$ cat src/rtl/note_sequencer.sv
// note_sequencer: schedules 32-bit note commands from the CPU write FIFO
// onto the synth voice. It drives the squaregen period and one-cycle
// note_on/note_off envelope events, and holds each note for a programmed
// number of duration ticks.
// Command word: [31] STOP, [30:23] duration in ticks (0 = 256),
// [22:0] period (0 = rest).
// Optional feature: define NOTE_SEQ_UNDERRUN_CNT_EN to add the saturating
// underrun_cnt[15:0] output.
module note_sequencer #(
  parameter int TICK_DIV = 48000,
  parameter int TICK_W   = 16
) (
  input  logic        clk,
  input  logic        rst_b,
  input  logic        en,
  input  logic        flush,
  input  logic [31:0] cmd_data,
  input  logic        cmd_empty,
  output logic        cmd_rd_en,
  output logic [22:0] period,
  output logic        note_on,
  output logic        note_off,
  output logic        busy,
  output logic        underrun
`ifdef NOTE_SEQ_UNDERRUN_CNT_EN
  ,
  output logic [15:0] underrun_cnt
`endif
);

  typedef enum logic [1:0] {S_IDLE, S_READ, S_DECODE, S_PLAY} state_e;

  localparam logic [TICK_W-1:0] TICK_LAST = TICK_W'(TICK_DIV - 1);

  state_e            state_q, state_d;
  logic              halted_q, halted_d;
  logic              rd_q, rd_d;
  logic [22:0]       period_q, period_d;
  logic              on_q, on_d;
  logic              off_q, off_d;
  logic              und_q, und_d;
  logic [TICK_W-1:0] tick_q, tick_d;
  logic [8:0]        dur_q, dur_d;

  // State, counters and registered outputs
  always_ff @(posedge clk or negedge rst_b) begin
    if (!rst_b) begin
      state_q  <= S_IDLE;
      halted_q <= 1'b0;
      rd_q     <= 1'b0;
      period_q <= '0;
      on_q     <= 1'b0;
      off_q    <= 1'b0;
      und_q    <= 1'b0;
      tick_q   <= '0;
      dur_q    <= '0;
    end else begin
      state_q  <= state_d;
      halted_q <= halted_d;
      rd_q     <= rd_d;
      period_q <= period_d;
      on_q     <= on_d;
      off_q    <= off_d;
      und_q    <= und_d;
      tick_q   <= tick_d;
      dur_q    <= dur_d;
    end
  end

  // Next-state logic: flush overrides everything; pulses default low
  always_comb begin
    state_d  = state_q;
    halted_d = halted_q;
    rd_d     = 1'b0;
    period_d = period_q;
    on_d     = 1'b0;
    off_d    = 1'b0;
    und_d    = 1'b0;
    tick_d   = tick_q;
    dur_d    = dur_q;
    if (flush) begin
      off_d    = (state_q == S_PLAY) && (period_q != '0);
      period_d = '0;
      halted_d = 1'b0;
      state_d  = S_IDLE;
    end else begin
      unique case (state_q)
        S_IDLE: begin
          if (en && !cmd_empty && !halted_q) begin
            rd_d    = 1'b1;
            state_d = S_READ;
          end
        end
        S_READ: state_d = S_DECODE;
        S_DECODE: begin
          if (cmd_data[31]) begin
            // STOP: park in IDLE until en is dropped; the sounding period stays.
            halted_d = 1'b1;
            state_d  = S_IDLE;
          end else begin
            period_d = cmd_data[22:0];
            dur_d    = (cmd_data[30:23] == 8'd0) ? 9'd256 : {1'b0, cmd_data[30:23]};
            tick_d   = '0;
            on_d     = |cmd_data[22:0];
            state_d  = S_PLAY;
          end
        end
        S_PLAY: begin
          if (tick_q == TICK_LAST) begin
            tick_d = '0;
            dur_d  = dur_q - 9'd1;
            if (dur_q == 9'd1) begin
              // End of note: period held so the envelope release is audible.
              off_d = |period_q;
              if (en && !cmd_empty) begin
                rd_d    = 1'b1;
                state_d = S_READ;
              end else begin
                und_d   = en;
                state_d = S_IDLE;
              end
            end
          end else begin
            tick_d = tick_q + TICK_W'(1);
          end
        end
        default: state_d = S_IDLE;
      endcase
    end
    // Any cycle with en low releases a STOP halt.
    if (!en) halted_d = 1'b0;
  end

`ifdef NOTE_SEQ_UNDERRUN_CNT_EN
  logic [15:0] ucnt_q;

  // Saturating underrun counter, cleared by flush
  always_ff @(posedge clk or negedge rst_b) begin
    if (!rst_b)                         ucnt_q <= '0;
    else if (flush)                     ucnt_q <= '0;
    else if (und_d && ucnt_q != 16'hFFFF) ucnt_q <= ucnt_q + 16'd1;
  end

  assign underrun_cnt = ucnt_q;
`endif

  assign cmd_rd_en = rd_q;
  assign period    = period_q;
  assign note_on   = on_q;
  assign note_off  = off_q;
  assign underrun  = und_q;
  assign busy      = (state_q != S_IDLE);

endmodule

$ cat config.mk
export PLATFORM = sky130hd
export DESIGN_NAME = note_sequencer
export DESIGN_NICKNAME = d
export VERILOG_FILES = /design/src/rtl/note_sequencer.sv
export SDC_FILE = /design/constraint.sdc
export NUM_CORES = 1
export LEC_CHECK = 0
export BUFFER_PORTS_ARGS = -buffer_cell sky130_fd_sc_hd__buf_2
export CORE_ASPECT_RATIO = 2
export CORE_UTILIZATION = 42
export DETAILED_ROUTE_END_ITERATION = 12
export MAX_ROUTING_LAYER = met4
export SLEW_MARGIN = 20
export SYNTH_ARGS = -nofsm -noshare
export SYNTH_HDL_FRONTEND = slang
export SYNTH_SLANG_ARGS = --single-unit
$ cat constraint.sdc
create_clock -name clk -period 2.2 [get_ports clk]
set_input_delay 0.44 -clock clk [delete_from_list [all_inputs] [get_ports clk]]
set_output_delay 0.44 -clock clk [all_outputs]
set_load 0.02 [all_outputs]
======== Word-level counts from Yosys, hierarchy flattened ========
Index checks and enable logic that the tools add are counted.
storage, ports and cells
  register bits after elaboration ......... 55
  logic and storage cells ................. 82
  output and inout port bits .............. 28
  input port bits ......................... 37
cells by class
  bitwise gates (word level) .............. 1
  reductions and logical operators ........ 18
  mux-type cells .......................... 39
  add/subtract/negate cells ............... 2
  equality and inequality tests ........... 13
operators by type and width
  kind                                                   count
  2-to-1 mux 23 bit                                      3
  OR reduction 23 bit                                    2
  2-to-1 mux 16 bit                                      2
  case mux 16 bit (2 select lines)                       1
  2-to-1 mux 9 bit                                       3
  nonzero test 23 bit                                    1
  2-to-1 mux 1 bit                                       22
  case mux 9 bit (2 select lines)                        1
  adder 16 x 1 -> 16 bit, second input constant          1
  == test 16 bit, second input constant                  1
  2-to-1 mux 2 bit                                       5
  == test 9 x 1 -> 1 bit, second input constant          1
  subtractor 9 x 1 -> 9 bit, second input constant       1
  zero test 8 bit                                        1
  case mux 2 bit (4 select lines)                        1
  inequality test 3 x 1 -> 1 bit, second input constant  2
  inequality test 3 x 2 -> 1 bit, second input constant  2
  AND reduction 3 bit                                    2
  nonzero test 2 bit                                     3
  == test 2 bit, second input constant                   2
  inequality test 2 bit, second input constant           2
  AND reduction 2 bit                                    2
  AND reduction 4 bit                                    1
  logical AND 1 bit                                      3
  7 further kinds                                        8

======== Depth between registers and ports, before layout ========
  word-level depth ........................ 7
  depth in mapped cells ................... 9
  gate-level depth less buffers ........... 7

======== Worst setup path before layout ========
No wires, ideal clock.
  path type ............................... flip-flop to flip-flop
  start ................................... reg state_q[0]
  end ..................................... reg dur_q[5]
  required time ........................... 2.131 ns
  arrival time ............................ 1.866 ns
  period minus slack after synthesis ...... 1.935 ns
  cell stages (with the launch flop) ...... 9
  setup slack ............................. 0.265 ns
  library setup time ...................... 0.069 ns
  buffers on the path ..................... 1
  cell sequence ........................... dfrtp_1 -> inv_1 -> ha_1 -> nand2b_1 -> buf_2 -> a21oi_1 -> nand2_1 -> or4_1 -> nand3_1
between the ends
  word-level cells in the longest chain between the ends .. 3
  elaborated cells between the ends (all ways) .. 7
  classes of those cells .................. eq/ne (4); mux (1); reduce/logical (2)
ends and longest elaborated chain
  element                                                                        line  RTL
  from (decl)                                                                    35    state_e state_q, state_d;
  from (signal assigned)                                                         58    state_q <= state_d;
  == test 2 bit                                                                  87    unique case (state_q)
  inequality test 2 x 1 -> 1 bit (no source line), or another cell as far along  --
  AND reduction 4 bit (no source line)                                           --
  to (signal assigned)                                                           66    dur_q <= dur_d;
  to (decl)                                                                      43    logic [8:0] dur_q, dur_d;
Parallel ways exist; a longest one is shown, timed or not.
A chain may end at the register's enable or synchronous reset.

======== Worst setup path in the final report ========
  start ................................... reg state_q[0]
  end ..................................... reg tick_q[5]
between the ends
  word-level cells in the longest chain between the ends .. 3
  elaborated cells between the ends (all ways) .. 6
  classes of those cells .................. eq/ne (3); mux (1); reduce/logical (2)
ends and longest elaborated chain
  element                                                                       line  RTL
  == test 2 bit                                                                 87
  inequality test 2 bit (no source line) or nonzero test 2 bit (tied branches)  --
  AND reduction 3 bit (no source line)                                          --
  to (signal assigned)                                                          65    tick_q <= tick_d;
  to (decl)                                                                     42    logic [TICK_W-1:0] tick_q, tick_d;
Parallel ways exist; a longest one is shown, timed or not.

==> flow_summary.json <==
{
  "drtIter0Drc": 112,
  "antenna_left": 0,
  "startpoint_type": "flop",
  "die_width_um": 61.3,
  "grt_start_max_net_pins": 56,
  "initial_utilization": 0.439,
  "die-area_sq_um": 7380,
  "rows": 42,
  "cts_tree": "done",
  "antenna_found_initial": 0,
  "nets": 442,
  "grt_use_total": 0.264,
  "cts_max_path_buffers": 2,
  "wl_met1_um": 3080,
  "syn_nets": 373,
  "layout_min_cycle_time_ps": 2020,
  "slew_violations": 0,
  "synth_flop_cell": "dfrtp_1",
  "hold_buffers": 0,
  "min_period_over_period": 0.918,
  "clk_latency_ps": 300,
  "tns_ps": 0,
  "power_mw": 3.17,
  "synth_area_sq_um": 2950,
  "maxCapViolations": 0,
  "wl_per_cell_um": 17.5,
  "grt_pass1_vias": 2754,
  "fmax_ghz": 0.495,
  "finClkSkew_ps": 6.70,
  "ys.warnings.count": 0,
  "ir_drop_v": 0.000698,
  "hp-class": "primary input to asynchronous set/reset pin",
  "cts_buffers": 5,
  "synth_edf_count": 0,
  "place_congestion": 0.923,
  "grt_pass1_wl_um": 13700,
  "ys_ff_latch": 55,
  "met2_length_um": 4870,
  "cts_sinks": 55,
  "maxSlewHeadroom": 0.672,
  "holdWs_ps": 129,
  "status": "completed",
  "num_vias": 2697,
  "async_flop_share": 1.00,
  "syn_avg_cell_area_sq_um": 8.97,
  "yosysUniqueCellTypes": 56,
  "tightest_slew_ps": 489,
  "dr.pass1.iters": 4,
  "setup_viol": 0,
  "final-hold-violation-count": 0,
  "routed.top_layer": "met4",
  "ys_seq_area_frac": 0.466,
  "crit_fanout": 26,
  "wl_um": 8510,
  "die_h_um": 121,
  "cp.required_ps": 2380,
  "coreArea_sq_um": 6730,
  "hpwl_um": 6440,
  "postCtsSetupBuffers": 0,
  "fin_area_sq_um": 3610,
  "clkTransAtPathRegs_ps": 70,
  "vias_per_cell": 5.55,
  "power_leakage_nw": 1.67,
  "p_per_area_nw_per_um2": 879,
  "h-tree-depth": 2,
  "num_antenna_cells": 0,
  "cp-end-kind": "flop",
  "grt_overflow": 0,
  "synth_cells": 329,
  "dr_wl_met3_um": 243,
  "ios": 65,
  "drc": 0,
  "cts_root_buffer": "clkbuf_16",
  "crit_type": "flop to flop",
  "detailed_place.area_sq_um": 3430,
  "final_util": 0.536,
  "area_growth_pct": 22.2,
  "drive_gt1_frac": 0.251,
  "port_buffers": 64,
  "critPathArrivalTime_ps": 2200
}
flip-flops by register name (all words and copies together) (netlist names):
name and flops:
cmd_rd_en 1, dur_q 9, halted_q 1, note_on 1, tick_q 16, note_off 1, state_q 2, period 23
underrun 1
power by group:
group	internal, mW	switching, mW	total, mW
logic	0.378	0.543	0.921
clock network	0.532	0.358	0.890
registers	1.18	0.176	1.36
layer usage:
metal  up-vias  global-route usage
met4         0               0.126
met3        23              0.0374
met2        71               0.463
li1       1310                   -
met1      1293               0.276
met5         -                   -
cell usage after synthesis (2+ instances only):
library cell   n  share of area
mux2_2         3          0.011
clkbuf_1       8          0.010
nand4_1        4         0.0085
a41oi_1        2         0.0059
buf_1          2         0.0025
nor2_1        18          0.023
a32o_1         2         0.0068
nand2b_1       6          0.013
nor2b_1        2         0.0042
nand2_1       68          0.087
nand3_1       10          0.017
nor3_1        10          0.017
a311oi_1       3         0.0089
mux2i_1        2         0.0068
and2_1         2         0.0042
o31ai_1        2         0.0051
and3_1        10          0.021
inv_1          9          0.011
dfrtp_1       55           0.47
o22a_1         2         0.0059
xnor2_1        3         0.0089
a21oi_1       32          0.054
o21ai_0       12          0.020
xor2_1         4          0.012
nor4_1        14          0.030
and4_1         3         0.0089
or4_1          2         0.0051
buf_2          5         0.0085
ha_1           7          0.030
kinds of logic (layout without fill, tap and decap cells):
kind of cell | after synthesis | in the layout | share of synthesized area
xor+xnor | 7 | 7 | 0.0208
fa+ha+maj | 7 | 7 | 0.0297
flops | 55 | 55 | 0.466
buf+inv | 26 | 95 | 0.0365
compound gates | 70 | 70 | 0.150
simple gates | 159 | 159 | 0.279
mux | 5 | 5 | 0.0182
metrics by stage:
step	instances	setup WS, ps
finish	486	180
global route	486	-5.81
CTS	486	95.9
detailed placement	479	107
global placement	479	130
floorplan	329	265
worst max-delay path, stage by stage (launching register included):
cell and delay [ps]:
dfrtp_1 400, inv_1 120, ha_1 210, nand2b_1 110
buf_6 200, a211oi_2 190, buf_4 160, nand4_1 170
xor2_2 270, nor2_2 70
repair_timing:
| action | 4_1_cts | 5_1_grt |
|---|---|---|
| endpoints found under the setup margin | 0 | 2 |
| hold endpoints to repair | 0 | 0 |
| gates resized for setup | 0 | 4 |
worst paths after layout:
path | from | endpoint | slack (ps) | cells after the start
max | state_q[0]$_DFFE_PN0P_ | tick_q[5]$_DFFE_PN0P_ | 180 | 9
min | rst_b | dur_q[1]$_DFFE_PN0P_ | 130 | 2
max reg2reg | state_q[0]$_DFFE_PN0P_ | tick_q[5]$_DFFE_PN0P_ | 180 | 9
min reg2reg | tick_q[1]$_DFFE_PN0P_ | tick_q[1]$_DFFE_PN0P_ | 520 | 2
max in group asynchronous | rst_b | state_q[0]$_DFFE_PN0P_ | 1820 | 2
min in group clk | cmd_data[19] | period[19]$_DFFE_PN0P_ | 380 | 3
placed cells by master (no fill, tap or decap), types with 4 or more instances in the layout:
cell / count
nand2b_1: 6
inv_1: 9
nor3_1: 10
nor2_1: 17
ha_1: 7
nor4_1: 14
buf_2: 64
clkbuf_16: 5
dfrtp_1: 55
nand2_1: 68
nand4_1: 4
nand3_1: 10
o21ai_0: 12
buf_4: 12
and3_1: 10
a21oi_1: 32
layout make-up:
cell class / count / area (sq um)
clock buffer: 6 / 129
clock inverter: 1 / 30.0
multi-input combinational: 248 / 1480
fill: 685 / 3120
timing repair buffer: 78 / 442
inverter: 10 / 37.5
tap: 88 / 110
sequential: 55 / 1380
No activity file was read; power rests on OpenSTA's default activity.
